**src/rtl/adc_acq_capture.sv**
```systemverilog
`timescale 1ns/1ps
`default_nettype none
// ============================================================================
// Module  : adc_acq_capture
// Purpose : On each accepted start strobe, writes P_SAMPLES consecutive ADC
//           words into the sample RAM, then holds end_working until the next
//           acquisition. Optional ramp source: define ADC_ACQ_TEST_PATTERN_EN.
// Rev     : 1.0 - initial release
// ============================================================================
module adc_acq_capture #(
  parameter int P_SAMPLES = 8192,
  parameter int ADDR_W    = 13,
  parameter int DATA_W    = 10,
  parameter int P_TWOS    = 1
) (
  input  logic              clk,
  input  logic              reset,
  input  logic              start_sampling,
  input  logic              abort,
  input  logic [DATA_W-1:0] adc_data,
  input  logic              test_mode,
  output logic              wr_en,
  output logic [ADDR_W-1:0] wr_addr,
  output logic [DATA_W-1:0] wr_data,
  output logic              busy,
  output logic              end_working,
  output logic              overrun,
  output logic [ADDR_W:0]   sample_cnt
);

  localparam logic [ADDR_W-1:0] c_last_addr = ADDR_W'(P_SAMPLES - 1);
  localparam logic [ADDR_W:0]   c_max_cnt   = (ADDR_W+1)'(P_SAMPLES);
  localparam logic [DATA_W-1:0] c_msb_flip  = (P_TWOS != 0) ? {1'b1, {(DATA_W-1){1'b0}}}
                                                            : {DATA_W{1'b0}};

  typedef enum logic [1:0] {
    ST_IDLE    = 2'd0,
    ST_CAPTURE = 2'd1,
    ST_DONE    = 2'd2
  } state_t;

  state_t              r_state, w_state_nxt;
  logic [ADDR_W-1:0]   r_addr, w_addr_nxt;
  logic [DATA_W-1:0]   r_adc_q;
  logic                w_accept;
  logic                w_wr_en_nxt, w_busy_nxt, w_end_nxt, w_ovr_nxt;
  logic [ADDR_W-1:0]   w_wr_addr_nxt;
  logic [DATA_W-1:0]   w_wr_data_nxt;
  logic [ADDR_W:0]     w_cnt_nxt;

`ifdef ADC_ACQ_TEST_PATTERN_EN
  logic                r_tm, w_tm_nxt;
`else
  logic                w_unused;
  assign w_unused = test_mode;
`endif

  always_ff @(posedge clk) begin
    if (!reset) begin
      r_state     <= ST_IDLE;
      r_addr      <= '0;
      r_adc_q     <= '0;
      wr_en       <= 1'b0;
      wr_addr     <= '0;
      wr_data     <= '0;
      busy        <= 1'b0;
      end_working <= 1'b0;
      overrun     <= 1'b0;
      sample_cnt  <= '0;
`ifdef ADC_ACQ_TEST_PATTERN_EN
      r_tm        <= 1'b0;
`endif
    end else begin
      r_state     <= w_state_nxt;
      r_addr      <= w_addr_nxt;
      r_adc_q     <= adc_data ^ c_msb_flip;
      wr_en       <= w_wr_en_nxt;
      wr_addr     <= w_wr_addr_nxt;
      wr_data     <= w_wr_data_nxt;
      busy        <= w_busy_nxt;
      end_working <= w_end_nxt;
      overrun     <= w_ovr_nxt;
      sample_cnt  <= w_cnt_nxt;
`ifdef ADC_ACQ_TEST_PATTERN_EN
      r_tm        <= w_tm_nxt;
`endif
    end
  end

  always_comb begin
    w_state_nxt   = r_state;
    w_addr_nxt    = r_addr;
    w_accept      = 1'b0;
    w_wr_en_nxt   = 1'b0;
    w_wr_addr_nxt = wr_addr;
    w_busy_nxt    = busy;
    w_end_nxt     = end_working;
    w_ovr_nxt     = overrun;
    w_cnt_nxt     = sample_cnt;
`ifdef ADC_ACQ_TEST_PATTERN_EN
    w_tm_nxt      = r_tm;
`endif

    // abort wins over everything, including a coincident start strobe
    if (abort) begin
      w_state_nxt = ST_IDLE;
      w_busy_nxt  = 1'b0;
      w_end_nxt   = 1'b0;
    end else begin
      case (r_state)
        ST_IDLE: begin
          w_busy_nxt = 1'b0;
          w_accept   = start_sampling;
        end
        ST_CAPTURE: begin
          w_wr_en_nxt   = 1'b1;
          w_wr_addr_nxt = r_addr;
          w_addr_nxt    = r_addr + ADDR_W'(1);
          if (sample_cnt != c_max_cnt) begin
            w_cnt_nxt = sample_cnt + (ADDR_W+1)'(1);
          end
          if (start_sampling) begin
            w_ovr_nxt = 1'b1;
          end
          if (r_addr == c_last_addr) begin
            w_state_nxt = ST_DONE;
          end
        end
        ST_DONE: begin
          w_busy_nxt = 1'b0;
          w_end_nxt  = 1'b1;
          w_accept   = start_sampling;
        end
        default: begin
          w_state_nxt = ST_IDLE;
          w_busy_nxt  = 1'b0;
        end
      endcase
    end

    if (w_accept) begin
      w_state_nxt = ST_CAPTURE;
      w_addr_nxt  = '0;
      w_busy_nxt  = 1'b1;
      w_end_nxt   = 1'b0;
      w_ovr_nxt   = 1'b0;
      w_cnt_nxt   = '0;
`ifdef ADC_ACQ_TEST_PATTERN_EN
      w_tm_nxt    = test_mode;
`endif
    end

    w_wr_data_nxt = r_adc_q;
`ifdef ADC_ACQ_TEST_PATTERN_EN
    // ramp tracks the address of the write being issued this cycle
    if (w_wr_en_nxt && r_tm) begin
      w_wr_data_nxt = DATA_W'(r_addr);
    end
`endif
  end

endmodule
`default_nettype wire

```
**config.mk**
```make
export PLATFORM = sky130hd
export DESIGN_NAME = adc_acq_capture
export DESIGN_NICKNAME = d
export VERILOG_FILES = /design/src/rtl/adc_acq_capture.sv
export SDC_FILE = /design/constraint.sdc
export NUM_CORES = 1
export LEC_CHECK = 0
export BUFFER_PORTS_ARGS = -buffer_cell sky130_fd_sc_hd__buf_2
export CAP_MARGIN = 30
export CORE_MARGIN = 5
export CORE_UTILIZATION = 48
export DETAILED_ROUTE_END_ITERATION = 10
export PLACE_DENSITY = 0.85
export SETUP_SLACK_MARGIN = 0.5
export SYNTH_ARGS = -nofsm -noshare
export SYNTH_HDL_FRONTEND = slang
export SYNTH_SLANG_ARGS = --single-unit
```
**constraint.sdc**
```tcl
create_clock -name clk -period 1.7 [get_ports clk]
set_clock_uncertainty 0.15 [all_clocks]
set_input_delay 0.085 -clock clk [delete_from_list [all_inputs] [get_ports clk]]
set_output_delay 0.085 -clock clk [all_outputs]
set_load 0.05 [all_outputs]
```
**Word level (Yosys, flattened, before mapping)**

Cells that the tools add are included.
Widths: inputs -> output; s select.

- Flip-flop bits (word level): 66
- Output and inout bits: 41
- Input port bits: 15
- Logic and storage cells: 45

- Bitwise logic cells: 4
- Equality and inequality tests: 8
- Muxes and demuxes: 10
- Reduce and logical (&&, ||, !) cells: 10
- Add/subtract/negate cells: 2

Operator list:

| kind | number |
|---|---|
| $add 14x1->14 const B | 1 |
| $ne 14x14->1 const B | 1 |
| $add 13x1->13 const B | 1 |
| $eq 13x13->1 const B | 1 |
| $mux 1 | 8 |
| $reduce_and 2->1 | 3 |
| $reduce_and 3->1 | 2 |
| $reduce_or 2->1 | 3 |
| $ne 4x4->1 const B | 1 |
| $not 1->1 | 4 |
| $pmux 2 s2 | 1 |
| $ne 3x1->1 const B | 1 |
| $ne 3x3->1 const B | 1 |
| $reduce_or 3->1 | 1 |
| $eq 2x1->1 const B | 1 |
| $eq 2x2->1 const B | 1 |
| $logic_not 2->1 | 1 |
| $mux 2 | 1 |
| $ne 2x2->1 const B | 1 |

**Logic depth before layout (Yosys ltp)**

Gate-level depths: netlist of run 1.

- Depth after elaboration: 6
- Gate-level depth with buffers: 6
- Mapped depth without buffers: 6

**Worst setup path after synthesis of run 1**

No wires, ideal clock.

- Kind: register to register
- Start: register sample_cnt[0]
- End: register sample_cnt[7]
- Clock period less this slack: 2.131 ns
- Slack: -0.431 ns
- Cell stages (with the launch flop): 7
- Data arrival time: 1.911 ns
- Data required time: 1.480 ns
- Path buffers: 0
- Library setup time: 0.070 ns
- Cells stage by stage: dfxtp_1 > inv_1 > ha_1 > nor4bb_1 > and4_1 > or4_1 > a21oi_1

- Word-level cells in the longest chain between the ends: 2
- Elaborated cells on any way between the ends: 3
- Classes of those cells: add/sub (1); eq/ne (1); reduce/logical (1)

Ends and longest elaborated chain:

| element | RTL line | RTL |
|---|---|---|
| start: declaration | 28 | `output logic [ADDR_W:0] sample_cnt` |
| start signal: assignment | 83 | `sample_cnt <= w_cnt_nxt;` |
| branches (longest 2 deep; another with $add 14x1->14) | n/a |  |

Parallel ways; which one is timed is not known.
A chain may end at the register's enable or synchronous reset.

**Worst setup path in the final report of run 1**

Ends and elaborated chain as after synthesis.

==> flow_summary_export.csv, run 1 <==
group,metric,value,unit
cells_and_area,seq_area,1380,um^2
floorplan,die_area,6750,um^2
critical_path,crit_family,"compound AO/OA/AOI/OAI gates",
critical_path,crit_cells,7,
detailed_routing,num_vias,2589,
synthesis,seq_area_frac_synth,0.529,
cells_and_area,syn_to_final_growth,65.3,%
status,status,"finished, violations left",
clocking,cts_root_buffer,"clkbuf_8",
detailed_routing,wl_per_cell,19.0,um
synthesis,synth_seq_cells,66,
critical_path,cp_max_fo,3,
grt,grt_antenna_before_repair,0,
detailed_routing,via_per_inst,5.64,
clocking,cts.htree.levels,3,
critical_path,rr_worst_depth,7,
grt,grt_pass1_vias,2531,
sta,setup_viol,4,
floorplan,ios,56,
placement,portBuffers,54,
grt,grt_max_degree,32,
grt,grt_first_pass_wirelength,12.1,mm
sta,hold_violations,0,
critical_path,arrival,1.81,ns
cells_and_area,final_layout_size_suffix_gt1_frac,0.512,
power_and_ir_drop,pwr_density_cell,738,nW/um^2
placement,routabilityCongestion,0.821,
cells_and_area,post-route-util,0.813,
sta,grt_setup_unrepaired,"true",
run,maxCapViolCount,0,
status,violations,"negative setup slack",
floorplan,row_count,26,
sta,maxSlewViolCount,0,
critical_path,worstSetupStartpointType,"flip-flop",
clocking,cts_tree,"yes",
critical_path,cpMaxStageDelayCell,"dfxtp_4",
grt,track_usage,0.242,
power_and_ir_drop,p_leak,1.65,nW
floorplan,start_util,0.492,
detailed_routing,first_pass_iters,5,
critical_path,worst-path-buf-inv,2,
floorplan,die_h,82.1,um
min_path,holdPathStages,4,
synthesis,synth_cells,269,
power_and_ir_drop,ir_drop,690,uV
synthesis,synthAdderAreaFrac,0.0150,
placement,hpwl,3.69,mm
sta,fin_crit,1.75,ns
cells_and_area,multi_input_area,1440,um^2
synthesis,synth_area,2500,um^2
detailed_routing,post-route-drc-count,0,
clocking,numClockSinks,66,
floorplan,fp.dieW,82.1,um
synthesis,muxShareOfSynthArea,0,
sta,max_freq,571,MHz
cells_and_area,nFillCells,256,
critical_path,worstSetupPathType,"flip-flop to flip-flop",
synthesis,synth.distinct_cells,39,
critical_path,critPathMaxStageDelay,0.37,ns
sta,max_slew_margin,0.754,
cells_and_area,diodes,0,
sta,finalSetupTns,-0.109,ns
synthesis,yosys.area_share.xor_xnor,0.0491,
synthesis,syn_area_per_cell,9.28,um^2
critical_path,cp_cell_sequence,"inv_4 -> ha_4 -> nor4bb_4 -> and4_4 -> buf_6 -> o31ai_1 -> a21oi_1",
placement,pre_cts_slack,0.0178,ns
sta,fin_ws,-0.0514,ns
grt,grt-ovfl-total,0,
cells_and_area,fin_nets,403,
detailed_routing,ant_nets,0,
floorplan,core_area,5070,um^2
min_path,worstHoldPathType,"input pin to flip-flop",
critical_path,endpoint_kind,"flip-flop",
synthesis,synth_nets,287,
synthesis,ys_warn_count,0,
power_and_ir_drop,power,3.05,mW
clocking,cts_buffers,9,
clocking,clockBufferDepth,2,
sta,tightest_slew,0.366,ns
clocking,worstSkewPairLatency,0.35,ns
detailed_routing,drt_wl_total,8.72,mm
detailed_routing,first_iter_violations,221,
synthesis,synth_top_family_by_area,"simple AND/OR/NAND/NOR gates",
sta,min_period_over_period,1.03,
synthesis,synth-compound-area-share,0.116,
critical_path,required,1.76,ns
clocking,path_clk_slew,0.07,ns
synthesis,synthSimpleGateAreaFrac,0.268,
## layout by cell type, fill, tap and decap left out, drive strengths merged, types with 4 or more instances in the layout
cell type and instances:
a21oi 12, o21ai 9, dlygate4sd3 13, nand3 12, nor2 19, xnor2 4, o21a 5, buf 90
dfxtp 66, nand2 34, nand4 10, xor2 10, and2 22, or3 6, clkbuf 27, and4 4
a21boi 13, nor3 4
## flip-flops by register name, indices dropped and copies added, names as in the netlist
register     count
sample_cnt      14
end_working      1
busy             1
r_state          2
r_adc_q         10
overrun          1
r_addr          13
wr_data         10
wr_addr         13
wr_en            1
## synth_stat cells
library cell / instances / area (um^2)
a21boi_0: 13 / 97.6
a21oi_1: 12 / 60.1
a22o_1: 1 / 8.76
a311oi_1: 1 / 8.76
a31oi_1: 1 / 6.26
and2_0: 1 / 6.26
and2_1: 21 / 131
and2b_1: 1 / 7.51
and3_1: 1 / 6.26
and4_1: 4 / 35.0
buf_2: 2 / 10.0
clkbuf_1: 11 / 41.3
dfxtp_1: 66 / 1320
ha_1: 3 / 37.5
inv_1: 2 / 7.51
nand2_1: 34 / 128
nand2b_1: 2 / 12.5
nand3_1: 12 / 60.1
nand3b_1: 1 / 7.51
nand4_1: 9 / 56.3
nand4_2: 1 / 12.5
nor2_1: 19 / 71.3
nor2b_1: 1 / 6.26
nor3_1: 4 / 20.0
nor3b_2: 1 / 12.5
nor4_1: 3 / 18.8
nor4bb_1: 1 / 10.0
o21a_1: 5 / 37.5
o21ai_0: 9 / 45.0
o31a_1: 1 / 8.76
o31ai_1: 1 / 7.51
o32ai_1: 1 / 8.76
or2_1: 1 / 6.26
or2_2: 1 / 6.26
or3_1: 6 / 37.5
or3b_1: 1 / 8.76
or4_1: 1 / 7.51
xnor2_1: 4 / 35.0
xor2_1: 10 / 87.6
## stage by stage
stage               hold WS, ns  cells  cell area [um^2]
global placement         0.0919    398              3090
global route             0.0170    459              4130
finish                   0.0129    459              4130
floorplan               0.00661    269              2710
CTS                    0.000890    451              3860
detailed placement       0.0966    398              3090
## metal layers
metal	part of all wire	global-route usage	wire, um
met4	0.047	0.0980	411
met5	0	0	0
met2	0.52	0.437	4540
met1	0.37	0.261	3180
met3	0.067	0.0770	585
## timing repair
item	4_1_cts	5_1_grt
hold endpoints to repair	18	0
endpoints found under the setup margin	58	66
buffers inserted	22	8
resized for setup	69	67
pin swaps	25	27
gates cloned	3	0
hold buffers	13	0
## tightest hold or removal path: cells and delay by family
family	cells	cell delay [ns]
AO/OA/AOI/OAI	2	0.17
buffers and inverters	1	0.13
AND/OR/NAND/NOR	1	0.06
## cell type report
type,count,area share
Clock buffer,12,0.0376
Clock inverter,3,0.00364
Inverter,2,0.00303
Multi-Input combinational cell,188,0.349
Sequential cell,66,0.334
Tap cell,70,0.0212
Timing Repair Buffer,118,0.252
## worst paths after layout
| kind | startpoint | to | slack [ns] |
|---|---|---|---|
| worst max-delay path | sample_cnt[0] | sample_cnt[7] | -0.05 |
| worst min-delay path | reset | end_working | 0.01 |
| worst max register to register | sample_cnt[0] | sample_cnt[7] | -0.05 |
| worst min register to register | r_adc_q[7] | wr_data[7] | 0.28 |
## power breakdown
part	leakage (nW)	internal, mW	switching, mW
clock	0.0920	0.595	0.598
sequential	0.551	1.56	0.0119
combinational	1.01	0.136	0.152
## logic make-up after synthesis
logic type               after synthesis
AO/OA/AOI/OAI                         45
AND/OR/NAND/NOR                      126
XOR/XNOR                              14
flip-flops                            66
buffers and inverters                 15
adder cells (fa/ha/maj)                3
(Power assumes the default switching activity.)
==> run 2: changes to the inputs <==
CORE_ASPECT_RATIO = 2   (was default)
PLACE_DENSITY = default   (was 0.85)
PLACE_DENSITY_LB_ADDON = 0.2   (was default)
REMOVE_ABC_BUFFERS = 1   (was default)
==> run 2 against run 1 <==
Effect of this change: the flow still finishes with violations (negative setup slack); power rose by 2.7%; critical path type unchanged; final cell count rose by 0.65%; combinational power rose by 14%; non-clock buffer count rose by 14; worst setup slack got worse by 0.054 ns; worst hold slack improved by 0.0010 ns.
==> flow_summary_export.csv, run 2 (synthesis gave the netlist of run 1 again) <==
group,metric,value,unit
status,status,"finished, violations left",
status,violations,"negative setup slack",
placement,hpwl,4.23,mm
sta,max_slew_margin,0.790,
detailed_routing,num_vias,2551,
cells_and_area,regMostFlops,"sample_cnt",
clocking,cts_root_buffer,"clkbuf_8",
run,maxCapViolCount,0,
floorplan,die_area,6830,um^2
critical_path,required,1.84,ns
power_and_ir_drop,ir_drop,818,uV
power_and_ir_drop,power,3.13,mW
cells_and_area,syn_to_final_growth,73.1,%
floorplan,fp.dieW,61.0,um
clocking,path_clk_slew,0.08,ns
detailed_routing,first_pass_iters,4,
sta,tightest_slew,0.313,ns
placement,routabilityCongestion,0.845,
detailed_routing,ant_nets,0,
critical_path,crit_family,"simple AND/OR/NAND/NOR gates",
power_and_ir_drop,pwr_density_cell,724,nW/um^2
floorplan,core_area,5090,um^2
cells_and_area,largest_reg_flops,14,
cells_and_area,fin_nets,417,
clocking,worstSkewPairLatency,0.36,ns
detailed_routing,post-route-drc-count,0,
grt,grt-ovfl-total,0,
cells_and_area,final_common_cell,"dfxtp_1",
critical_path,cp_max_fo,6,
detailed_routing,wl_per_cell,18.4,um
cells_and_area,final_cell_mix,"dfxtp_1, buf_6, buf_4, buf_2, and2_1",
placement,portBuffers,54,
critical_path,endpoint_kind,"flip-flop",
clocking,cts.htree.levels,3,
cells_and_area,diodes,0,
clocking,clockBufferDepth,2,
sta,setup_viol,13,
placement,dp_cells,406,
placement,pre_cts_slack,-0.0486,ns
clocking,numClockSinks,66,
grt,grt_max_degree,27,
critical_path,cpMaxStageDelayCell,"dfxtp_2",
floorplan,ios,56,
cells_and_area,reg.largest.list,"sample_cnt: 14 flops, r_addr: 13 flops, wr_addr: 13 flops",
critical_path,critPathMaxStageDelay,0.34,ns
grt,track_usage,0.214,
critical_path,worstSetupPathType,"flip-flop to flip-flop",
floorplan,die_h,112,um
detailed_routing,first_iter_violations,166,
sta,fin_crit,1.81,ns
sta,whs,0.0140,ns
sta,min_period_over_period,1.06,
sta,max_freq,554,MHz
min_path,worstHoldPathType,"input pin to flip-flop",
floorplan,row_count,37,
critical_path,worstSetupStartpointType,"flip-flop",
cells_and_area,post-route-util,0.849,
clocking,cts_tree,"yes",
floorplan,start_util,0.490,
sta,fin_ws,-0.105,ns
critical_path,worst-path-buf-inv,3,
cells_and_area,final_layout_size_suffix_gt1_frac,0.545,
critical_path,arrival,1.94,ns
sta,grt_setup_unrepaired,"true",
detailed_routing,via_per_inst,5.52,
grt,grt_antenna_before_repair,0,
sta,hold_violations,0,
power_and_ir_drop,p_leak,1.80,nW
sta,maxSlewViolCount,0,
grt,grt_pass1_vias,2380,
critical_path,cp_cell_sequence,"buf_6 -> nor3b_4 -> buf_4 -> buf_8 -> nand3_2 -> or3_1 -> a21oi_1",
detailed_routing,drt_wl_total,8.48,mm
clocking,cts_buffers,9,
cells_and_area,fin_cells,462,
grt,grt_first_pass_wirelength,10.9,mm
cells_and_area,nFillCells,256,
==> run 2: cell count changes in the layout (fill, tap and decap cells not counted), sizes merged <==
cell,before,now
buf,90,107
clkbuf,27,24
clkinvlp,0,1
==> run 2: area by class of cell <==
class                           instances  area, um^2  area share
Inverter                                2        10.0     0.00232
Multi-Input combinational cell        188        1510       0.349
Sequential cell                        66        1350       0.313
Clock buffer                           12         155      0.0359
Tap cell                               58        72.6      0.0168
Timing Repair Buffer                  132        1190       0.276
Clock inverter                          4        26.3     0.00608
==> run 2: worst paths after layout <==
path / startpoint / endpoint / slack (ns) / cells past startpoint
max: r_state[1] / r_addr[12] / -0.11 / 7
min: reset / wr_en / 0.01 / 4
max reg2reg: r_state[1] / r_addr[12] / -0.11 / 7
min reg2reg: r_adc_q[6] / wr_data[6] / 0.28 / 1
==> run 2: repair_timing <==
item | CTS | global route
hold buffers | 13 | 0
setup endpoints to repair | 59 | 73
cloned | 1 | 0
resized for setup | 106 | 111
setup buffers | 18 | 8
endpoints found under the hold margin | 20 | 0
pin swaps | 40 | 42
==> run 2: per-stage QoR <==
stage / instance area [um^2] / TNS (ns)
after floorplan: 2450 / -26.60
after global placement: 3080 / -0.0834
after detailed placement: 3080 / -0.126
after CTS: 3860 / 0
after global routing: 4320 / -0.789
final: 4320 / -0.348
==> run 2: per-layer routing <==
metal | vias to the layer above | wire [um] | global-route usage
met5 | - | 0 | 0
met4 | 0 | 375 | 0.0970
met3 | 34 | 329 | 0.0552
met2 | 86 | 4900 | 0.391
met1 | 1233 | 2880 | 0.213
li1 | 1198 | - | -
==> run 2: power by group <==
group / leakage (nW) / switching [mW] / internal [mW]
Clock: 0.0924 / 0.619 / 0.606
Sequential: 0.547 / 0.00929 / 1.57
Combinational: 1.16 / 0.169 / 0.159
Total: 1.80 / 0.797 / 2.33
==> run 2: worst register-to-register path, delay by kind of cell (launching register included) <==
kind | cells | cell delay [ns]
simple gates | 3 | 0.68
buf+inv | 3 | 0.42
flops | 1 | 0.34
compound gates | 1 | 0.15
